**config.mk**
```make
export PLATFORM = sky130hd
export DESIGN_NAME = counter_modk_cascade
export DESIGN_NICKNAME = d
export VERILOG_FILES = /design/src/rtl/counter_modk_cascade.sv
export SDC_FILE = /design/constraint.sdc
export NUM_CORES = 1
export LEC_CHECK = 0
export BUFFER_PORTS_ARGS = -buffer_cell sky130_fd_sc_hd__buf_2
export CORE_MARGIN = 2
export CORE_UTILIZATION = 30
export CTS_CLUSTER_DIAMETER = 50
export CTS_CLUSTER_SIZE = 10
export DETAILED_ROUTE_END_ITERATION = 10
export GPL_TIMING_DRIVEN = 0
export PLACE_DENSITY = 0.5
export REMOVE_ABC_BUFFERS = 1
export SKIP_CTS_REPAIR_TIMING = 1
export SLEW_MARGIN = 10
export SYNTH_ARGS = -nofsm -noshare
export SYNTH_HDL_FRONTEND = slang
export SYNTH_SLANG_ARGS = --single-unit
```
**constraint.sdc**
```tcl
create_clock -name clock -period 4.15 [get_ports clock]
set_input_delay 0.415 -clock clock [delete_from_list [all_inputs] [get_ports clock]]
set_output_delay 0.415 -clock clock [all_outputs]
set_load 0.1 [all_outputs]
```
**src/rtl/counter_modk_cascade.sv**
```systemverilog
// counter_modk_cascade
//   Cascade of DIGITS mod-K digit counters, each W bits wide, forming one
//   multi-digit counter (e.g. K=10 for BCD displays, K=6 for tens of seconds).
//   Features: up/down counting, count enable (doubles as carry-in when
//   instances are chained), synchronous clear and clamped parallel load,
//   single-cycle carry across all digits, combinational terminal count (tc)
//   and a registered whole-chain roll-over pulse.
//
//   Optional build macro COUNTER_SAT_EN:
//     defined   - the chain saturates at all K-1 (up) / all 0 (down) instead
//                 of wrapping; roll_over flags each suppressed step.
//     undefined - wrap-around counting.
module counter_modk_cascade #(
    parameter int W      = 4,
    parameter int K      = 10,
    parameter int DIGITS = 4
) (
    input  logic                  clock,
    input  logic                  rst_neg,
    input  logic                  en,
    input  logic                  up,
    input  logic                  clr,
    input  logic                  load,
    input  logic [DIGITS*W-1:0]   load_val,
    output logic [DIGITS*W-1:0]   Q,
    output logic                  tc,
    output logic                  roll_over
);

    // Modulus widened by one bit so K = 2^W is representable.
    localparam logic [W:0]   K_EXT = (W+1)'(K);
    localparam logic [W-1:0] TOP   = W'(K - 1);
    localparam logic [W-1:0] ONE   = W'(1);

    logic [W-1:0]      digit_q [DIGITS];
    logic [W-1:0]      digit_d [DIGITS];
    logic [W-1:0]      load_d  [DIGITS];
    logic [DIGITS-1:0] t;
    logic [DIGITS-1:0] c;
    logic              step_ok;

    // Load values at or above the modulus are clamped to the top digit value.
    function automatic logic [W-1:0] clamp_digit(input logic [W-1:0] v);
        if ({1'b0, v} >= K_EXT)
            return TOP;
        else
            return v;
    endfunction

    // Per-digit terminal condition: K-1 when counting up, 0 when counting down.
    always_comb begin
        t = '0;
        for (int unsigned i = 0; i < DIGITS; i++) begin
            if (up)
                t[i] = (digit_q[i] == TOP);
            else
                t[i] = (digit_q[i] == '0);
        end
    end

    // Carry chain resolved in a single cycle; a running AND keeps the
    // vector free of self-referencing bit dependencies.
    always_comb begin
        logic run;
        run = en;
        c   = '0;
        for (int unsigned i = 0; i < DIGITS; i++) begin
            c[i] = run;
            run  = run & t[i];
        end
        tc = run;
    end

    // Whole-chain step qualifier: saturating builds block the step at terminal count.
    always_comb begin
`ifdef COUNTER_SAT_EN
        step_ok = ~tc;
`else
        step_ok = 1'b1;
`endif
    end

    // Next value of each digit when counting.
    always_comb begin
        for (int unsigned i = 0; i < DIGITS; i++) begin
            digit_d[i] = digit_q[i];
            if (c[i] && step_ok) begin
                if (up)
                    digit_d[i] = t[i] ? '0 : digit_q[i] + ONE;
                else
                    digit_d[i] = t[i] ? TOP : digit_q[i] - ONE;
            end
        end
    end

    // Unpack and clamp the parallel load word.
    always_comb begin
        for (int unsigned i = 0; i < DIGITS; i++) begin
            load_d[i] = clamp_digit(load_val[i*W +: W]);
        end
    end

    // Digit registers: clear beats load beats count.
    always_ff @(posedge clock or negedge rst_neg) begin
        if (!rst_neg) begin
            for (int unsigned i = 0; i < DIGITS; i++) begin
                digit_q[i] <= '0;
            end
        end else if (clr) begin
            for (int unsigned i = 0; i < DIGITS; i++) begin
                digit_q[i] <= '0;
            end
        end else if (load) begin
            for (int unsigned i = 0; i < DIGITS; i++) begin
                digit_q[i] <= load_d[i];
            end
        end else begin
            for (int unsigned i = 0; i < DIGITS; i++) begin
                digit_q[i] <= digit_d[i];
            end
        end
    end

    // Roll-over pulse: registered tc, suppressed by clear or load.
    always_ff @(posedge clock or negedge rst_neg) begin
        if (!rst_neg)
            roll_over <= 1'b0;
        else if (clr || load)
            roll_over <= 1'b0;
        else
            roll_over <= tc;
    end

    // Pack digits onto the output bus, digit 0 in the low bits.
    always_comb begin
        Q = '0;
        for (int unsigned i = 0; i < DIGITS; i++) begin
            Q[i*W +: W] = digit_q[i];
        end
    end

endmodule
```
==> results_dict.tcl <==
set metrics [dict create \
    setup_viol 0 \
    coreArea_um2 5473 \
    final_net_count 286 \
    grt_use_total 0.1375 \
    chipWidth_um 79.12 \
    critical_path.cell_chain "inv_1 > ha_1 > or3b_2 > a221oi_4 > nand2_1 > nor2_1 > buf_2" \
    antenna_found_initial 0 \
    cts.root.buffer_cell "clkbuf_8" \
    dieHeight_um 79.12 \
    first_pass_iters 4 \
    worstPathMaxFanout 9 \
    synth.ff_latch_count 17 \
    final-instance-count-excl-fill 323 \
    cts-htree-levels 1 \
    cts_made_buffers 3 \
    setup.worst_path.class "reg -> out" \
    finalSetupTns_ns 0 \
    worst-slew-pin-transition_ns 0.8572 \
    clockBufferDepth 2 \
    placement_rows 27 \
    grt_setup_unrepaired "no" \
    power.ir.vdd_worst_mv 0.1109 \
    wl_um 4363 \
    drt.antenna.violating_nets 0 \
    report.final.slew_viol_count 0 \
    postSynthAreaPerCell_um2 7.730 \
    netlist-cell-type-count 45 \
    min-delay-path-class "in -> async" \
    port_buffers 39 \
    synth.top_cells.by_area "dfrtp_1 25%, ha_1 8.9%, inv_1 5.1%, a21oi_1 5.0%, a211oi_1 4.0%" \
    global_route.overflow_total 0 \
    clkSlewWorstSetupHoldPaths_ns 0.07 \
    setup.worst_path.start_class "register" \
    layout.core_utilization 0.3605 \
    synth_enable_flop_cells 0 \
    average_routed_wire_per_standard_cell_um 13.51 \
    powerDensity_nw_per_um2 297.7 \
    worstPathRequired_ns 3.73 \
    place_hpwl_um 3158 \
    yosys.area.top_type_share 0.2513 \
    num_vias 1665 \
    drv.max_cap_violation_count 0 \
    first_global_vias 1516 \
    area.growth.synth_to_final_pct 16.56 \
    clkLatencyLatePin_ns 0.25 \
    viasPerCell 5.155 \
    critical_path.slowest_cell "or3b_2" \
    mostFrequentLayoutCells "39 x buf_2, 23 x inv_1, 17 x dfrtp_1, 17 x a21oi_1, 15 x nand2_1" \
    dp.cells 319 \
    antennaDiodeCount 0 \
    achievable-frequency_mhz 316.2 \
    timing.final.crit_share 0.7620 \
    synth-seq-area-share 0.2513 \
    first_pass_grt_wire_length_um 7093 \
    critPathMaxStageDelay_ns 0.51 \
    cpLargestDelayFamily "simple AND/OR/NAND/NOR gates" \
    yosys_most_used_dff "dfrtp_1" \
    tritoncts_num_sinks 17 \
    ratio_of_cells_with_drive_above_1_in_the_final_layout 0.1793 \
    timing.critical_path.to_type "primary output" \
    synth_cells 219 \
    synth-async-reset-ratio 1.000 \
    outcome "completed" \
    finalHoldViolations 0 \
    gp_congestion 0.7801 \
    ios 40 \
    synth_largest_area_cell "dfrtp_1" \
    floorplan.initialDensity 0.3093 \
    fin_worst_skew_ns 0.002076 \
    design.die.area_um2 6260 \
    max_slew_margin 0.4251 \
    cts_tree "yes" \
    period_needed_ns 3.162 \
    cp.buffers_inverters 2 \
    cellLeakagePower_nw 0.9022 \
    grt_max_degree 33 \
    number_of_warnings_printed_during_yosys_synthesis 0 \
    drt_iter0_markers 55 \
    layout_commonest_cell "buf_2" \
    drc 0 \
    synth_cell_area_um2 1693 \
    crit_arrival_ns 2.75 \
]
flip-flops by register name (all words and copies together), names as in the netlist:
name,count
Q,16
roll_over,1
final timing paths:
check	start	to	slack (ns)	depth (start not counted)
min in group clock	load_val[0]	Q[0]	0.41	3
worst min-delay path	rst_neg	Q[12]	0.08	1
worst min register to register	Q[13]	Q[13]	0.61	2
max in group asynchronous	rst_neg	Q[0]	3.78	1
worst max register to register	Q[0]	Q[14]	1.61	7
worst max-delay path	Q[0]	tc	0.99	7
stage by stage:
stage	worst slack, ns	cell area (um2)	hold WS [ns]	power [mW]
after global placement	1.215	1928	0.3718	0.4612
after floorplan	0.2756	1643	0.1194	0.3954
after detailed placement	1.266	1928	0.3755	0.4609
after CTS	0.9900	1973	0.1038	0.5891
final	0.9877	1973	0.08233	0.5873
after global routing	0.8415	1973	0.1087	0.6193
area by class of cell:
| class | instances | area [um2] |
|---|---|---|
| clock buffer | 4 | 45.04 |
| fill | 606 | 3500 |
| inverter | 23 | 86.33 |
| multi-input combinational | 168 | 1131 |
| sequential | 17 | 425.4 |
| tap | 72 | 90.09 |
| timing repair buffer | 39 | 195.2 |
metal layers:
layer  share of wire  vias to the layer above  wire length [um]  global-route usage
met5               0                        -                 0                   0
met4          0.0050                        0                22             0.02069
met3           0.039                        2               170             0.01591
met2            0.44                       28              1918              0.2280
met1            0.52                      773              2251              0.1955
li1                -                      862                 -                   -
report_power, final:
| part | internal [mW] | total, mW | switching (mW) |
|---|---|---|---|
| Combinational | 0.0750 | 0.253 | 0.178 |
| Sequential | 0.177 | 0.204 | 0.0265 |
| Clock | 0.0682 | 0.131 | 0.0623 |
kinds of logic after synthesis:
group	count (synthesis)	synth area share
xor+xnor	4	0.02070
flops	17	0.2513
fa+ha+maj	12	0.08869
simple gates	72	0.2262
mux	2	0.01183
buf+inv	34	0.08056
compound gates	78	0.3208
cells in the mapped netlist, types with 3 or more instances:
master    instances
a211oi_1          9
a21oi_1          17
a311o_1           3
a311oi_1          4
a31oi_1           8
and3_1            4
clkbuf_1          7
dfrtp_1          17
ha_1             12
inv_1            23
nand2_1          15
nand2b_1          9
nand3_1          10
nor2_1           14
nor2b_1           4
nor3_1            3
nor3b_1           4
o21ai_0          11
o21bai_1          3
o22ai_1           3
o31ai_1           4
xnor2_1           3
Power figures use the tool's default switching activity.
